**src/rtl/dma_channel_arbiter_pkg.sv**
```systemverilog
// rtl/dma_channel_arbiter_pkg.sv - shared types and helpers for the DMA channel arbiter
package dma_pkg;

  typedef enum logic [1:0] {
    IDLE  = 2'd0,
    ISSUE = 2'd1,
    WAIT  = 2'd2
  } arb_state_e;

  localparam int DMA_WORD_BYTES = 4;

  // Channel-id width; a single channel still needs one bit to index it.
  function automatic int ch_id_w(input int num_ch);
    return (num_ch > 1) ? $clog2(num_ch) : 1;
  endfunction

endpackage

```
**src/rtl/dma_channel_arbiter_if.sv**
```systemverilog
// rtl/dma_channel_arbiter_if.sv - command port between the arbiter and the wishbone master agent
interface dma_channel_arbiter_if #(
  parameter int DATA_WIDTH = 32,
  parameter int ADDR_WIDTH = 32
);
  logic                  o_start;
  logic                  o_we;
  logic [ADDR_WIDTH-1:0] o_addr;
  logic [DATA_WIDTH-1:0] o_wdata;
  logic                  i_done;
  logic [DATA_WIDTH-1:0] i_rdata;

  modport master (
    output o_start, o_we, o_addr, o_wdata,
    input  i_done, i_rdata
  );

  modport slave (
    input  o_start, o_we, o_addr, o_wdata,
    output i_done, i_rdata
  );
endinterface

```
**src/rtl/dma_channel_arbiter_rr_picker.sv**
```systemverilog
// rtl/dma_channel_arbiter_rr_picker.sv - combinational round-robin select of the next pending channel
module dma_rr_picker
  import dma_pkg::*;
#(
  parameter int NUM_CH = 4
) (
  input  logic [NUM_CH-1:0]              i_pend,
  input  logic [ch_id_w(NUM_CH)-1:0]     i_rr_ptr,
  output logic                           o_valid,
  output logic [ch_id_w(NUM_CH)-1:0]     o_grant_id
);
  localparam int ID_W = ch_id_w(NUM_CH);

  int idx;

  // Scan from the farthest offset down so the first set bit at or after rr_ptr wins.
  always_comb begin
    o_valid    = 1'b0;
    o_grant_id = '0;
    idx        = 0;
    for (int i = NUM_CH - 1; i >= 0; i--) begin
      idx = int'(i_rr_ptr) + i;
      if (idx >= NUM_CH) idx = idx - NUM_CH;
      if (i_pend[ID_W'(idx)]) begin
        o_valid    = 1'b1;
        o_grant_id = ID_W'(idx);
      end
    end
  end
endmodule

```
**src/rtl/dma_channel_arbiter.sv**
```systemverilog
// rtl/dma_channel_arbiter.sv - round-robin share of one agent command port; optional watchdog via DMA_ARB_TIMEOUT_EN
module dma_channel_arbiter
  import dma_pkg::*;
#(
  parameter int NUM_CH         = 4,
  parameter int DATA_WIDTH     = 32,
  parameter int ADDR_WIDTH     = 32,
  parameter int TIMEOUT_CYCLES = 1024
) (
  input  logic                               i_clk,
  input  logic                               i_rst_n,
  input  logic [NUM_CH-1:0]                  i_ch_start,
  input  logic [NUM_CH-1:0]                  i_ch_we,
  input  logic [NUM_CH-1:0][ADDR_WIDTH-1:0]  i_ch_addr,
  input  logic [NUM_CH-1:0][DATA_WIDTH-1:0]  i_ch_wdata,
  output logic [NUM_CH-1:0]                  o_ch_done,
  output logic [DATA_WIDTH-1:0]              o_ch_rdata,
  output logic [NUM_CH-1:0]                  o_ch_err,
  dma_channel_arbiter_if.master              agent,
  output logic [$clog2(NUM_CH)-1:0]          o_grant_id,
  output logic                               o_busy
);
  localparam int ID_W = ch_id_w(NUM_CH);

  arb_state_e                       state_q, state_d;
  logic [NUM_CH-1:0]                pend_q, pend_d;
  logic [ID_W-1:0]                  rr_ptr_q, rr_ptr_d;
  logic [ID_W-1:0]                  grant_q, grant_d;
  logic [NUM_CH-1:0]                slot_we_q, slot_we_d;
  logic [NUM_CH-1:0][ADDR_WIDTH-1:0] slot_addr_q, slot_addr_d;
  logic [NUM_CH-1:0][DATA_WIDTH-1:0] slot_wdata_q, slot_wdata_d;
  logic                             start_q, start_d;
  logic                             we_q, we_d;
  logic [ADDR_WIDTH-1:0]            addr_q, addr_d;
  logic [DATA_WIDTH-1:0]            wdata_q, wdata_d;
  logic                             pick_valid;
  logic [ID_W-1:0]                  pick_id;
  logic                             complete;

`ifdef DMA_ARB_TIMEOUT_EN
  localparam int CNT_W = $clog2(TIMEOUT_CYCLES + 1);
  logic [CNT_W-1:0] cnt_q, cnt_d;
  logic             expire;
  assign expire = (cnt_q == CNT_W'(TIMEOUT_CYCLES));
`endif

  dma_rr_picker #(.NUM_CH(NUM_CH)) u_picker (
    .i_pend     (pend_q),
    .i_rr_ptr   (rr_ptr_q),
    .o_valid    (pick_valid),
    .o_grant_id (pick_id)
  );

  assign agent.o_start = start_q;
  assign agent.o_we    = we_q;
  assign agent.o_addr  = addr_q;
  assign agent.o_wdata = wdata_q;
  assign o_grant_id    = grant_q;
  assign o_busy        = (state_q != IDLE);

  // Next-state: pending capture, grant sequencing and same-cycle completion routing.
  always_comb begin
    state_d      = state_q;
    pend_d       = pend_q;
    rr_ptr_d     = rr_ptr_q;
    grant_d      = grant_q;
    slot_we_d    = slot_we_q;
    slot_addr_d  = slot_addr_q;
    slot_wdata_d = slot_wdata_q;
    start_d      = 1'b0;
    we_d         = we_q;
    addr_d       = addr_q;
    wdata_d      = wdata_q;
    o_ch_done    = '0;
    o_ch_err     = '0;
    o_ch_rdata   = agent.i_rdata;
    complete     = 1'b0;
`ifdef DMA_ARB_TIMEOUT_EN
    cnt_d        = cnt_q;
`endif

    // A slot already holding a command keeps it until that command completes.
    for (int k = 0; k < NUM_CH; k++) begin
      if (i_ch_start[k] && !pend_q[k]) begin
        pend_d[k]       = 1'b1;
        slot_we_d[k]    = i_ch_we[k];
        slot_addr_d[k]  = i_ch_addr[k];
        slot_wdata_d[k] = i_ch_wdata[k];
      end
    end

    unique case (state_q)
      IDLE: begin
        if (pick_valid) begin
          state_d = ISSUE;
          grant_d = pick_id;
          start_d = 1'b1;
          we_d    = slot_we_q[pick_id];
          addr_d  = slot_addr_q[pick_id];
          wdata_d = slot_wdata_q[pick_id];
        end
      end
      ISSUE: begin
        state_d = WAIT;
`ifdef DMA_ARB_TIMEOUT_EN
        cnt_d   = '0;
`endif
      end
      WAIT: begin
        if (agent.i_done) begin
          o_ch_done[grant_q] = 1'b1;
          complete           = 1'b1;
        end
`ifdef DMA_ARB_TIMEOUT_EN
        else if (expire) begin
          o_ch_done[grant_q] = 1'b1;
          o_ch_err[grant_q]  = 1'b1;
          o_ch_rdata         = '0;
          complete           = 1'b1;
        end else begin
          cnt_d = cnt_q + 1'b1;
        end
`endif
        if (complete) begin
          pend_d[grant_q] = 1'b0;
          rr_ptr_d        = (grant_q == ID_W'(NUM_CH - 1)) ? '0 : grant_q + 1'b1;
          state_d         = IDLE;
          we_d            = 1'b0;
          addr_d          = '0;
          wdata_d         = '0;
        end
      end
      default: state_d = IDLE;
    endcase
  end

  // All arbiter state, including the registered agent command outputs.
  always_ff @(posedge i_clk or negedge i_rst_n) begin
    if (!i_rst_n) begin
      state_q      <= IDLE;
      pend_q       <= '0;
      rr_ptr_q     <= '0;
      grant_q      <= '0;
      slot_we_q    <= '0;
      slot_addr_q  <= '0;
      slot_wdata_q <= '0;
      start_q      <= 1'b0;
      we_q         <= 1'b0;
      addr_q       <= '0;
      wdata_q      <= '0;
`ifdef DMA_ARB_TIMEOUT_EN
      cnt_q        <= '0;
`endif
    end else begin
      state_q      <= state_d;
      pend_q       <= pend_d;
      rr_ptr_q     <= rr_ptr_d;
      grant_q      <= grant_d;
      slot_we_q    <= slot_we_d;
      slot_addr_q  <= slot_addr_d;
      slot_wdata_q <= slot_wdata_d;
      start_q      <= start_d;
      we_q         <= we_d;
      addr_q       <= addr_d;
      wdata_q      <= wdata_d;
`ifdef DMA_ARB_TIMEOUT_EN
      cnt_q        <= cnt_d;
`endif
    end
  end
endmodule

```
**src/flat_wrapper.sv**
```systemverilog
// flat-port wrapper written by rule: the top's interface ports become plain ports
module dma_channel_arbiter_flat import dma_pkg::*;
#(
  parameter int NUM_CH         = 4,
  parameter int DATA_WIDTH     = 32,
  parameter int ADDR_WIDTH     = 32,
  parameter int TIMEOUT_CYCLES = 1024
)
  (i_clk, i_rst_n, i_ch_start, i_ch_we, i_ch_addr, i_ch_wdata, o_ch_done, o_ch_rdata, o_ch_err, o_grant_id, o_busy, agent_o_start, agent_o_we, agent_o_addr, agent_o_wdata, agent_i_done, agent_i_rdata);
  dma_channel_arbiter_if #(.DATA_WIDTH(DATA_WIDTH), .ADDR_WIDTH(ADDR_WIDTH)) agent_i ();
  input  logic i_clk;
  input  logic i_rst_n;
  input  logic [NUM_CH-1:0] i_ch_start;
  input  logic [NUM_CH-1:0] i_ch_we;
  input  logic [NUM_CH-1:0][ADDR_WIDTH-1:0] i_ch_addr;
  input  logic [NUM_CH-1:0][DATA_WIDTH-1:0] i_ch_wdata;
  output logic [NUM_CH-1:0] o_ch_done;
  output logic [DATA_WIDTH-1:0] o_ch_rdata;
  output logic [NUM_CH-1:0] o_ch_err;
  output logic [$clog2(NUM_CH)-1:0] o_grant_id;
  output logic o_busy;
  output wire logic [$bits(agent_i.o_start)-1:0] agent_o_start;
  output wire logic [$bits(agent_i.o_we)-1:0] agent_o_we;
  output wire logic [$bits(agent_i.o_addr)-1:0] agent_o_addr;
  output wire logic [$bits(agent_i.o_wdata)-1:0] agent_o_wdata;
  input wire logic [$bits(agent_i.i_done)-1:0] agent_i_done;
  input wire logic [$bits(agent_i.i_rdata)-1:0] agent_i_rdata;
  assign agent_o_start = agent_i.o_start;
  assign agent_o_we = agent_i.o_we;
  assign agent_o_addr = agent_i.o_addr;
  assign agent_o_wdata = agent_i.o_wdata;
  assign agent_i.i_done = agent_i_done;
  assign agent_i.i_rdata = agent_i_rdata;
  dma_channel_arbiter #(.NUM_CH(NUM_CH), .DATA_WIDTH(DATA_WIDTH), .ADDR_WIDTH(ADDR_WIDTH), .TIMEOUT_CYCLES(TIMEOUT_CYCLES)) u_core (.i_clk(i_clk), .i_rst_n(i_rst_n), .i_ch_start(i_ch_start), .i_ch_we(i_ch_we), .i_ch_addr(i_ch_addr), .i_ch_wdata(i_ch_wdata), .o_ch_done(o_ch_done), .o_ch_rdata(o_ch_rdata), .o_ch_err(o_ch_err), .agent(agent_i), .o_grant_id(o_grant_id), .o_busy(o_busy));
endmodule
```
**config.mk**
```make
export PLATFORM = sky130hd
export DESIGN_NAME = dma_channel_arbiter_flat
export DESIGN_NICKNAME = d
export VERILOG_FILES = /design/src/rtl/dma_channel_arbiter_pkg.sv /design/src/rtl/dma_channel_arbiter_if.sv /design/src/rtl/dma_channel_arbiter_rr_picker.sv /design/src/rtl/dma_channel_arbiter.sv /design/src/flat_wrapper.sv
export SDC_FILE = /design/constraint.sdc
export NUM_CORES = 1
export LEC_CHECK = 0
export CORE_ASPECT_RATIO = 2
export CORE_MARGIN = 2
export CORE_UTILIZATION = 40
export DETAILED_ROUTE_END_ITERATION = 16
export GPL_TIMING_DRIVEN = 0
export PLACE_DENSITY = 0.69
export SLEW_MARGIN = 20
export SYNTH_ARGS = -nofsm -noshare
export SYNTH_HDL_FRONTEND = slang
export SYNTH_HIERARCHICAL = 1
export SYNTH_SLANG_ARGS = --single-unit
```
**constraint.sdc**
```tcl
create_clock -name i_clk -period 5.5 [get_ports i_clk]
set_clock_uncertainty 0.1 [all_clocks]
set_input_delay 1.1 -clock i_clk [delete_from_list [all_inputs] [get_ports i_clk]]
set_output_delay 1.1 -clock i_clk [all_outputs]
set_load 0.01 [all_outputs]
```
# After elaboration in Yosys (flattened, before gate mapping)

Index checks and enable logic that the tools add are counted.

Register bits after elaboration: 336
Bits in latches: 0
RAM bits: 0
ROM bits: 0
Input port bits: 299
Output and inout bits: 109
Logic and storage cells: 118
Memories kept: 0

Add/sub/neg operators: 8
Multipliers: 0
Divide/modulo/power cells: 0
Magnitude comparators: 11
Equal/unequal tests: 5
Shift operators: 0
Multiplexer cells: 56
Bitwise operators: 2
Reductions and logical operators: 16

Operators with widths:

| operator            | count |
|---|---|
| $mux 32             | 5 |
| $bmux 32 s2         | 2 |
| $pmux 32 s2         | 2 |
| $mux 1              | 24 |
| $mux 2              | 11 |
| $lt 2x4->1 const B  | 4 |
| $mux 4              | 4 |
| $bmux 1 s2          | 5 |
| $ge 3x3->1 const B  | 3 |
| $sub 2x1->2 const B | 4 |
| $add 2x2->3 const B | 2 |
| $lt 2x3->1 const B  | 2 |
| $pmux 2 s3          | 1 |
| $reduce_and 2->1    | 3 |
| $logic_and 1x1->1   | 5 |
| $and 4x4->4         | 1 |
| $eq 2x2->1 const B  | 2 |
| $logic_not 1->1     | 4 |
| $ne 2x1->1 const B  | 2 |
| $not 4->4           | 1 |
| $reduce_bool 2->1   | 2 |
| $add 2x1->3 const B | 1 |
| $ge 2x3->1 const B  | 1 |
| $reduce_and 3->1    | 1 |
| 6 further kinds     | 6 |

# Depth between registers and ports, before layout

Depth in word-level cells: 14
Depth in mapped cells: 9
Depth with buffers taken out: 6

# Cells and area by module

Netlist, hierarchy kept.

By module, submodules not included:

| module              | instances | cells an instance | area each (µm²) | seq. area each (µm²) |
|---|---|---|---|---|
| dma_channel_arbiter | 1         | 995               | 14393.8         | 8408.1 |
| dma_rr_picker       | 1         | 13                | 77.6            | 0.0 |

# Worst setup path before layout

OpenSTA, ideal clock, no wires.

Path kind: input to output
From: in agent_i_done
To: out o_ch_done[0]
Arrival: 1510 ps
Required time: 4300 ps
Slack: 2790 ps
Stages: 2
Path buffers: 0
Path through: and3b_1 -> and2_1

Longest elaborated chain between the ends: 2

Ends and longest elaborated chain:

| element         | RTL line                   | source |
|---|---|---|
| start, declared | flat_wrapper.sv:26         | `input wire logic [$bits(agent_i.i_done)-1:0] agent_i_done;` |
| $mux 4          | dma_channel_arbiter.sv:110 | `if (agent.i_done) begin` |
| $mux 4          | dma_channel_arbiter.sv:92  | `unique case (state_q)` |
| end, declared   | flat_wrapper.sv:17         | `output logic [NUM_CH-1:0] o_ch_done;` |

No other way between the ends.

# Final worst setup path

Same ends and word-level chain as after synthesis.

==> flow_summary.json <==
{
  "drive_gt1_share_pct": 27.3,
  "worstPathMaxFanout": 6,
  "place_congestion": 0.807,
  "hold_buffers": 0,
  "htreeDepth": 1,
  "path_class": "in -> out",
  "ys_seq_area_share_pct": 58.1,
  "cts-root-buf": "clkbuf_16",
  "finalCritPeriodShare_pct": 70.7,
  "yosys.area.top_type_share_pct": 58.1,
  "pin_count": 408,
  "cts_tree": "built",
  "tightest_slew_ps": 1050,
  "finalHoldViolations": 0,
  "maxCapViolCount": 0,
  "die_h_um": 273,
  "yosysWarningCount": 6,
  "ys_ff_latch": 336,
  "overflow": 0,
  "avgSynthCellArea_um2": 14.4,
  "die-area_mm2": 0.0378,
  "r2r-start": "u_core/rr_ptr_q[1]$_DFFE_PN0P_",
  "nNetsFinal": 1721,
  "grt_pass1_vias": 10800,
  "drt_iter0_drc": 440,
  "critPathRequiredTime_ps": 4300,
  "detail_route.wl_per_cell_um": 22.9,
  "synth_ff_type": "dfrtp_1",
  "slew_headroom_pct": 29.9,
  "total_power_mw": 11.4,
  "finalSetupViolations": 0,
  "grt_max_degree": 100,
  "clkLatencyLatePin_ps": 580,
  "hpwl_um": 32900,
  "power_density_mw_per_mm2": 571,
  "startpoint": "agent_i_done",
  "rows": 98,
  "ant_nets": 0,
  "grt_pass1_wl_um": 64600,
  "synth-edff-count": 0,
  "first_pass_iters": 5,
  "antenna_found_initial": 17,
  "finalWorstSetupSlack_ps": 1610,
  "p_leak_nw": 9.07,
  "synthTopCellsByArea": "dfrtp_1, mux2_2, mux2i_1, a21o_1, o22ai_1",
  "final_cell_mix": "clkdlybuf4s50_1, dfrtp_1, mux2_2",
  "post_cts_buffers": 0,
  "place.port_buffers": 371,
  "core-area_mm2": 0.0357,
  "clock-sinks": 336,
  "die_x_um": 138,
  "fill_cells": 2999,
  "cp.arrival_ps": 2690,
  "critPathLaunchType": "primary input",
  "pre_cts_ws_ps": 1600,
  "ir_drop_uv": 327,
  "slew_viol_final": 0,
  "drt-total-wl_um": 43700,
  "areaGrowthSynthToFinish_pct": 37.5,
  "vias": 9855,
  "worstSetupEndpointType": "output pin",
  "async_reset_ff_share_pct": 100,
  "synth_area_leader_cell": "dfrtp_1",
  "rsz0062_at_grt": "false",
  "clk_pin_slew_ps": 60,
  "finalCriticalPeriod_ps": 3890,
  "routed_via_density": 5.17,
  "final_common_cell": "clkdlybuf4s50_1",
  "netlist_instances": 1008,
  "fmaxAchievable_mhz": 257,
  "cts_made_buffers": 31,
  "initial_core_util_pct": 40.6,
  "clockBufferDepth": 3,
  "cts_resized": 0,
  "synthDistinctLibCells": 28,
  "syn-cell-area_mm2": 0.0145,
  "holdCritPathClass": "in -> async",
  "drc": 0,
  "status": "complete, no violations",
  "grtUsageTotal_pct": 22.5
}
-- cell type report --
type | instances | area (µm²) | share of cell area, %
diodes | 17 | 42.5 | 0.214
inverters | 3 | 11.3 | 0.0566
plain buffers | 100 | 597 | 3.00
multi-input cells | 572 | 5470 | 27.5
repair buffers | 374 | 3800 | 19.1
clock inverters | 10 | 108 | 0.541
clock buffers | 45 | 898 | 4.52
well taps | 450 | 563 | 2.83
flip-flops and latches | 336 | 8410 | 42.3
-- power breakdown --
part / internal, mW / switching, mW
Sequential: 3.68 / 0.656
Combinational: 2.64 / 2.24
Clock: 1.22 / 0.929
Total: 7.54 / 3.82
-- metal layers --
metal  vias to the layer above  part of all wire [%]  track usage [%]
li1                       4430                     -                -
met1                      4985                    33             21.9
met2                       350                    58             44.6
met3                        90                   5.1             3.78
met4                         0                   4.1             11.8
met5                         -                     0                0
-- synthesized netlist by cell type, types with 3 or more instances --
cell / number
a21o_1: 64
nor2b_1: 4
buf_1: 8
mux2_2: 264
buf_2: 33
ha_1: 4
buf_6: 6
dfrtp_1: 336
inv_1: 3
clkbuf_1: 17
o22ai_1: 64
and2_1: 6
buf_4: 36
mux2i_1: 132
nor2_1: 15
-- stage by stage --
| step | std cells | hold WS, ps | util [%] | setup TNS [ps] | instance area (µm²) |
|---|---|---|---|---|---|
| floorplan | 1011 | 380 | - | 0 | 14500 |
| global placement | 1832 | 360 | 52.6 | -3795040 | 18800 |
| detailed placement | 1835 | 365 | 52.8 | 0 | 18800 |
| CTS | 1890 | 331 | 55.6 | 0 | 19900 |
| global route | 1907 | 360 | 55.8 | 0 | 19900 |
| finish | 1907 | 334 | 55.8 | 0 | 19900 |
-- flip-flops by register name, summed over array words and instances, names as in the netlist --
signal                count
u_core/agent.o_wdata     32
u_core/slot_we_q          4
u_core/slot_wdata_q     128
u_core/state_q            2
u_core/o_grant_id         2
u_core/pend_q             4
u_core/agent.o_start      1
u_core/agent.o_addr      32
u_core/rr_ptr_q           2
u_core/agent.o_we         1
u_core/slot_addr_q      128
-- worst max-delay path: stages --
cell and delay, ps:
clkdlybuf4s50_1 490, and3b_1 300, and2_1 230, clkdlybuf4s50_1 560
-- worst paths after layout --
check                                                       end  slack, ps  cells past startpoint
setup / recovery                                   o_ch_done[0]       1610                      4
hold / removal             u_core/slot_wdata_q[104]$_DFFE_PN0P_        330                      1
setup reg to reg           u_core/agent.o_wdata[16]$_DFFE_PN0P_       2700                      7
hold reg to reg             u_core/agent.o_wdata[1]$_DFFE_PN0P_        380                      1
max in group asynchronous    u_core/slot_addr_q[45]$_DFFE_PN0P_       4060                      2
min in group i_clk          u_core/agent.o_wdata[1]$_DFFE_PN0P_        380                      1
-- kinds of logic after synthesis --
group,share of synthesized area [%]
and+or+nand+nor,1.26
DFF,58.1
adders and majority gates,0.346
buffers and inverters,4.20
AOI/OAI and AO/OA,6.39
muxes,29.7
other,0.0259
Power figures use the tool's default switching activity.
